`config.mk`:
```
export PLATFORM = sky130hd
export DESIGN_NAME = alu_writeback_unit
export DESIGN_NICKNAME = d
export VERILOG_FILES = /design/src/rtl/alu_writeback_unit.sv
export SDC_FILE = /design/constraint.sdc
export NUM_CORES = 2
export LEC_CHECK = 0
export ABC_CLOCK_PERIOD_IN_PS = 50700
export CAP_MARGIN = 25
export CORE_ASPECT_RATIO = 1.5
export CORE_UTILIZATION = 47
export DETAILED_ROUTE_END_ITERATION = 8
export GPL_TIMING_DRIVEN = 0
export PLACE_DENSITY = 0.7
export SYNTH_ARGS = -nofsm -noshare
export SYNTH_HDL_FRONTEND = slang
export SYNTH_SLANG_ARGS = --single-unit
```
`constraint.sdc`:
```
create_clock -name clk -period 50.7 [get_ports clk]
set_input_delay 7.605 -clock clk [delete_from_list [all_inputs] [get_ports clk]]
set_output_delay 7.605 -clock clk [all_outputs]
set_load 0.005 [all_outputs]
```
`src/rtl/alu_writeback_unit.sv`:
```
// alu_writeback_unit: ALU retire stage owning the 32x32 register file, branch resolution, overflow exceptions and lw/sw memory requests
module alu_writeback_unit #(
  parameter int DATA_W = 32,
  parameter bit BYPASS = 1'b1
) (
  input  logic              clk,
  input  logic              reset,
  input  logic              in_valid,
  output logic              in_ready,
  input  logic [31:0]       in_instruction,
  input  logic [DATA_W-1:0] in_result,
  input  logic [2:0]        in_flags,
  input  logic [31:0]       in_pc,
  input  logic [DATA_W-1:0] in_store_data,
  input  logic [4:0]        rd_addr_a,
  input  logic [4:0]        rd_addr_b,
  output logic [DATA_W-1:0] rd_data_a,
  output logic [DATA_W-1:0] rd_data_b,
  output logic              mem_req_valid,
  input  logic              mem_req_ready,
  output logic              mem_req_write,
  output logic [DATA_W-1:0] mem_req_addr,
  output logic [DATA_W-1:0] mem_req_wdata,
  input  logic              mem_rsp_valid,
  input  logic [DATA_W-1:0] mem_rsp_data,
  output logic              branch_valid,
  output logic [31:0]       branch_target,
  output logic              exc_valid,
  output logic [31:0]       exc_pc,
  output logic              exc_sticky
);
  typedef enum logic [1:0] {IDLE, MEM_REQ, MEM_RSP} state_t;
  state_t state;
  logic [DATA_W-1:0] regs [32];
  logic [4:0] mem_rt;
  logic [5:0] opcode, funct;
  logic [4:0] rt, rd;
  logic [15:0] imm;
  logic is_r, r_known, is_slt, imm_wr, ovf, is_mem, is_br, taken, accept, rsp_wr, ret_wr;
  logic wen;
  logic [4:0] waddr;
  logic [DATA_W-1:0] wdata;
  logic [31:0] target;
  logic unused_bits;
  assign opcode = in_instruction[31:26];
  assign funct = in_instruction[5:0];
  assign rt = in_instruction[20:16];
  assign rd = in_instruction[15:11];
  assign imm = in_instruction[15:0];
  assign unused_bits = ^{in_instruction[25:21], in_instruction[10:6]};
  assign in_ready = state == IDLE;
  assign mem_req_valid = state == MEM_REQ;
  assign accept = in_valid && in_ready;
  assign is_r = opcode == 6'h00;
  assign r_known = is_r && (funct inside {6'h00, 6'h02, 6'h03, 6'h04, 6'h06, 6'h07,
                                          6'h20, 6'h21, 6'h22, 6'h23, 6'h24, 6'h25,
                                          6'h26, 6'h27, 6'h2a, 6'h2b});
  assign imm_wr = opcode inside {6'h08, 6'h09, 6'h0a, 6'h0b, 6'h0c, 6'h0d, 6'h0e};
  assign is_slt = (is_r && (funct == 6'h2a || funct == 6'h2b)) || opcode == 6'h0a || opcode == 6'h0b;
  // Only the trapping adds/subs honour the overflow flag; the unsigned forms wrap silently.
  assign ovf = in_flags[0] && ((is_r && (funct == 6'h20 || funct == 6'h22)) || opcode == 6'h08);
  assign is_mem = opcode == 6'h23 || opcode == 6'h2b;
  assign is_br = opcode == 6'h04 || opcode == 6'h05;
  assign taken = opcode == 6'h04 ? in_flags[2] : !in_flags[2];
  assign target = in_pc + 32'd4 + {{14{imm[15]}}, imm, 2'b00};
  // The two write sources are exclusive: retire writes only in IDLE, load data only in MEM_RSP.
  assign rsp_wr = state == MEM_RSP && mem_rsp_valid;
  assign ret_wr = accept && (r_known || imm_wr) && !ovf;
  assign waddr = rsp_wr ? mem_rt : is_r ? rd : rt;
  assign wdata = rsp_wr ? mem_rsp_data : is_slt ? {{(DATA_W-1){1'b0}}, in_flags[1]} : in_result;
  assign wen = (rsp_wr || ret_wr) && waddr != 5'd0;
  assign rd_data_a = rd_addr_a == 5'd0 ? '0 : (BYPASS && wen && waddr == rd_addr_a) ? wdata : regs[rd_addr_a];
  assign rd_data_b = rd_addr_b == 5'd0 ? '0 : (BYPASS && wen && waddr == rd_addr_b) ? wdata : regs[rd_addr_b];
  always_ff @(posedge clk or posedge reset) begin
    if (reset) begin
      for (int i = 0; i < 32; i++) regs[i] <= '0;
    end else if (wen) begin
      regs[waddr] <= wdata;
    end
  end
  always_ff @(posedge clk or posedge reset) begin
    if (reset) begin
      state <= IDLE;
      mem_rt <= '0;
      mem_req_write <= 1'b0;
      mem_req_addr <= '0;
      mem_req_wdata <= '0;
      branch_valid <= 1'b0;
      branch_target <= '0;
      exc_valid <= 1'b0;
      exc_pc <= '0;
      exc_sticky <= 1'b0;
    end else begin
      branch_valid <= accept && is_br && taken;
      if (accept && is_br && taken) branch_target <= target;
      exc_valid <= accept && ovf;
      if (accept && ovf) begin
        exc_pc <= in_pc;
        exc_sticky <= 1'b1;
      end
      case (state)
        IDLE: if (accept && is_mem) begin
          mem_rt <= rt;
          mem_req_write <= opcode == 6'h2b;
          mem_req_addr <= in_result;
          mem_req_wdata <= in_store_data;
          state <= MEM_REQ;
        end
        MEM_REQ: if (mem_req_ready) state <= mem_req_write ? IDLE : MEM_RSP;
        MEM_RSP: if (mem_rsp_valid) state <= IDLE;
        default: state <= IDLE;
      endcase
    end
  end
endmodule

```
## After elaboration in Yosys (flattened, before gate mapping)

Cells that the tools add are included.

- $lt $le $gt $ge: 4
- Reduce and logical (&&, ||, !) cells: 37
- Muxes and demuxes: 23
- Equal/unequal tests: 33
- Bitwise logic cells: 3
- Add/sub/neg operators: 2

Operators with widths:

| cell | count |
|---|---|
| $bwmux 1024 | 1 |
| $mux 32 | 11 |
| $bmux 32 s5 | 2 |
| $demux 32 s5 | 1 |
| $eq 6x6->1 const B | 12 |
| $eq 6x4->1 const B | 7 |
| $add 32x3->32 const B | 1 |
| $add 32x32->32 | 1 |
| $eq 6x3->1 const B | 5 |
| $ge 6x6->1 const B | 3 |
| $not 5->6 | 3 |
| $logic_and 1x1->1 | 16 |
| $reduce_bool 16->1 | 1 |
| $eq 6x2->1 const B | 2 |
| $logic_not 6->1 | 2 |
| $eq 5x5->1 | 2 |
| $logic_not 5->1 | 2 |
| $mux 5 | 2 |
| $logic_or 1x1->1 | 9 |
| $mux 2 | 4 |
| $reduce_bool 7->1 | 1 |
| $lt 6x1->1 const B | 1 |
| $pmux 2 s3 | 1 |
| $reduce_bool 5->1 | 1 |
| 9 further kinds | 11 |

- Bits of input ports: 178
- Register bits: 1163
- Word-level logic and storage cells: 144

## Depth between registers and ports, before layout

- Depth in word-level cells: 12
- Gate-level depth with buffers: 14
- Depth with buffers taken out: 14

## Least setup slack after synthesis

OpenSTA, ideal clock, no wires.

- Kind: input -> output
- Start: input port in_instruction[27]
- End: output port rd_data_b[10]
- Path slack: 33153 ps
- Stages: 10
- Data required time: 43095 ps
- Arrival: 9942 ps
- Buffers on the path: 2
- Path through: buf_2 > or3_4 > o21ai_2 > a31oi_2 > or3_4 > o31a_4 > nand4b_4 > buf_6 > mux2_1 > nor2_1

- Longest elaborated chain between the ends: 11
- Elaborated cells between the ends (all ways): 31
- Those cells by class: eq/ne (8); mux (6); reduce/logical (17)

Ends and longest elaborated chain:

| item | line | RTL |
|---|---|---|
| start, declared | 10 | `input logic [31:0] in_instruction,` |
| branches (longest 9 deep; another with $reduce_bool 7->1) | -- |  |
| $mux 32 (*) (2 in series) | 73 | `assign rd_data_b = rd_addr_b == 5'd0 ? '0 : (BYPASS && wen && waddr == rd_addr_b) ? wdata : regs[rd_addr_b];` |
| end, declared | 18 | `output logic [DATA_W-1:0] rd_data_b,` |

Every way passes the cells marked *.

## Worst setup path in the final report

- Start: input port rd_addr_b[0]
- End: output port rd_data_b[17]

- Longest elaborated chain between the ends: 6
- Elaborated cells between the ends (all ways): 9
- Those cells by class: eq/ne (1); mux (5); bitwise (1); reduce/logical (2)

Ends and longest elaborated chain:

| item | line | RTL |
|---|---|---|
| start, declared | 16 | `input logic [4:0] rd_addr_b,` |
| $not 5->6 (implied by the code) | 73 |  |
| $bmux 32 s5 | 73 |  |
| $mux 32 (implied by the code) (2 in series) | 73 |  |
| $mux 32 | 73 |  |
| $mux 32 (*) | 73 |  |

Every way passes the cells marked *; elsewhere a longest branch is shown, timed or not. The select of a mux whose other input is x is not followed.

==> summary.md <==
| Metric | Value |
|---|---|
| Slew Viols, Final | 0 |
| Die X | 295.6 µm |
| Final hold vios | 0 |
| Total clock sinks | 1,163 |
| Post_cts resized | 0 |
| DR iter-0 viols | 7,319 |
| Clock root cell | clkbuf_16 |
| Max frequency | 0.05056 GHz |
| Worst Path Max Fanout | 10 |
| Post-synth ARST share | 100.0% |
| Crit share post-route | 39.01% |
| EDFF count, synth | 0 |
| Antenna violations before repair | 17 |
| Final RePlAce weighted congestion | 1.018 |
| I/O pin count | 376 |
| Area leader, netlist | dfrtp_1 |
| Outcome | finished clean |
| Peak supply drop | 27.58 µV |
| Max_slew headroom | 14.16% |
| WP data required | 43,100 ps |
| Syn_area_per_cell | 11.77 µm² |
| Die Y | 442.3 µm |
| Count of warnings emitted by yosys | 0 |
| H-tree depth | 3 |
| Largest net degree at the start of global routing | 132 |
| Most used flip-flop cell after synthesis | dfrtp_1 |
| Clock skew | 32.13 ps |
| DRC viols | 0 |
| Cells taking the most area after synthesis | dfrtp_1, mux4_2, o21ai_0, nand2_1, clkbuf_1 |
| Post-Syn Instances | 5,160 |
| Leak pwr | 30.60 nW |
| Clk_lat worst skew | 780 ps |
| Post-DP HPWL | 182,300 µm |
| Share of post-route cells with drive strength above 1 | 19.75% |
| WL final | 253,600 µm |
| Post-synthesis register bit count | 1,163 |
| FP Rows | 161 |
| Vias per cell | 6.724 |
| PnR Total Power | 0.002379 W |
| DP Cell Count | 7,318 |
| Crit start category | input port |
| Synth top area share | 47.91% |
| Worst-margin pin slew | 1288 ps |
| GRT overflow | 0 |
| Hold crit path type | flop to flop |
| Tmin final | 19,780 ps |
| Total number of vias | 50,940 |
| Maxcap violations | 0 |
| CTS tree | yes |
| Die area | 0.1307 mm² |
| Number of post-CTS setup repair buffers | 0 |
| Number of global-route vias before repair | 51,680 |
| Total track usage | 39.52% |
| Initial core utilization | 47.34% |
| Syn nets | 5,396 |
| Global-route wire length before repair | 363,200 µm |
| PwrDens | 32.84 mW/mm² |
| Final ANT Viol Nets | 0 |
| Final Instance Count excl. Fillers | 7,575 |
| Cts hold-fix bufs | 0 |
| P&R area growth vs syn | 19.25% |
| Final setup violation count | 0 |
| Layout Nets | 5,997 |
| Post-synth cell types | 74 |
| WP data arrival | 12,170 ps |
| RSZ-0062 raised after global routing | no |
| DR WL/cell | 33.48 µm |
| CTS Buffer Depth | 3 |
| Core Area | 0.1283 mm² |
| Clk slew on worst S/H paths | 60 ps |
| Input/output buffers | 363 |
| Setup CP Type | input port to output pin |
| Element type at the critical path end | output pin |
| Syn Std Cell Area | 0.06075 mm² |
| Sequential share of the synthesized area | 47.91% |
| Drt first pass iters | 9 |
| TritonCTS Buffers | 111 |
[cells in the final DEF, fill, tap and decap left out, types with 15 or more instances in the layout]
cell type,netlist,layout
clkbuf_1,396,413
buf_1,75,72
clkinv_2,0,15
mux4_2,640,640
buf_8,0,98
mux2_2,114,114
and3_1,38,38
nand2_1,894,894
clkbuf_8,0,23
mux2_1,54,54
buf_2,49,51
o21ai_1,87,87
ha_1,57,57
dfrtp_1,1163,1163
o21ai_0,784,784
nor2_1,259,259
nand3_1,27,27
a21oi_1,227,227
clkbuf_16,0,112
clkdlybuf4s50_1,0,363
inv_1,33,32
diode_2,0,17
mux2i_1,66,66
xnor2_1,15,15
bufinv_16,0,16
[per-layer routing]
metal | GRT usage [%] | wire (µm)
met3 | 13.20 | 30020
met4 | 35.78 | 28610
met2 | 60.38 | 116200
met1 | 43.42 | 78360
met5 | 0.9381 | 383
[cell type report]
cell class	count	area, µm²
Antenna cell	17	42.54
Buffer	526	2086
Clock buffer	153	3187
Clock inverter	46	688.2
Fill cell	10600	55880
Inverter	35	138.9
Multi-Input combinational cell	3436	29450
Sequential cell	1163	29100
Tap cell	1711	2141
Timing Repair Buffer	488	5610
[sequential cells by signal (all words and copies together), names as in the netlist, 2 cells and up]
| register | flops |
|---|---|
| mem_req_wdata | 32 |
| branch_target | 32 |
| exc_pc | 32 |
| mem_req_addr | 32 |
| mem_rt | 5 |
| state | 2 |
| regs | 1024 |
[power by group]
| part | switching [W] | leakage (nW) | internal [W] |
|---|---|---|---|
| combinational | 0.000210 | 12.8 | 0.000195 |
| sequential | 0.0000567 | 15.9 | 0.00100 |
| clock | 0.000394 | 1.90 | 0.000520 |
| total | 0.000660 | 30.6 | 0.00172 |
[metrics by stage]
stage	utilization [%]	setup TNS (ps)	hold WS (ps)	setup slack, ps	instance area, µm²
2_1_floorplan	-	0	441.3	10340	60750
3_3_place_gp	51.84	-2946180	451.5	-2816	66530
3_5_place_dp	52.95	0	458.2	30950	67940
4_1_cts	55.96	0	473.0	30950	71810
5_1_grt	56.43	0	495.2	31030	72410
6_report	56.46	0	471.6	30920	72440
[final timing paths]
kind	slack, ps	cells past startpoint	startpoint	to
max	30920	10	rd_addr_b[0]	rd_data_b[17]
min	470	1	exc_sticky$_DFFE_PP0P_	exc_sticky$_DFFE_PP0P_
max reg2reg	46420	9	state[0]$_DFFE_PP0P_	regs[135]$_DFFE_PP0P_
min reg2reg	470	1	exc_sticky$_DFFE_PP0P_	exc_sticky$_DFFE_PP0P_
max in group asynchronous	40820	6	reset	regs[204]$_DFFE_PP0P_
min in group asynchronous	7250	2	reset	mem_req_wdata[0]$_DFFE_PP0P_
[cells by family after synthesis]
family | count (synthesis) | share of synthesized area [%]
flops | 1163 | 47.91
xor+xnor | 29 | 0.4181
fa+ha+maj | 58 | 1.207
compound gates | 1170 | 10.06
buf+inv | 561 | 3.641
mux | 874 | 27.93
simple gates | 1305 | 8.842
[cells in the mapped netlist (5+ instances only)]
cell type	count
a211oi_1	5
a21o_1	9
a21oi_1	227
and2_1	6
and3_1	38
buf_1	75
buf_2	49
buf_6	6
clkbuf_1	396
dfrtp_1	1163
ha_1	57
inv_1	33
mux2_1	54
mux2_2	114
mux2i_1	66
mux4_2	640
nand2_1	894
nand2b_1	12
nand3_1	27
nand4_1	7
nor2_1	259
nor2b_1	6
nor3_1	11
nor4_1	5
o21ai_0	784
o21ai_1	87
o21bai_1	6
o31ai_1	6
or3_1	9
xnor2_1	15
xor2_1	14
[critical path, cell delays in order]
cell and delay, ps:
buf_2 180, buf_2 520, buf_2 500, clkbuf_1 890
xnor2_1 260, nand4b_4 390, buf_6 330, mux2_1 330
nor2_1 520, clkdlybuf4s50_1 620
No activity file was read; power rests on OpenSTA's default activity.
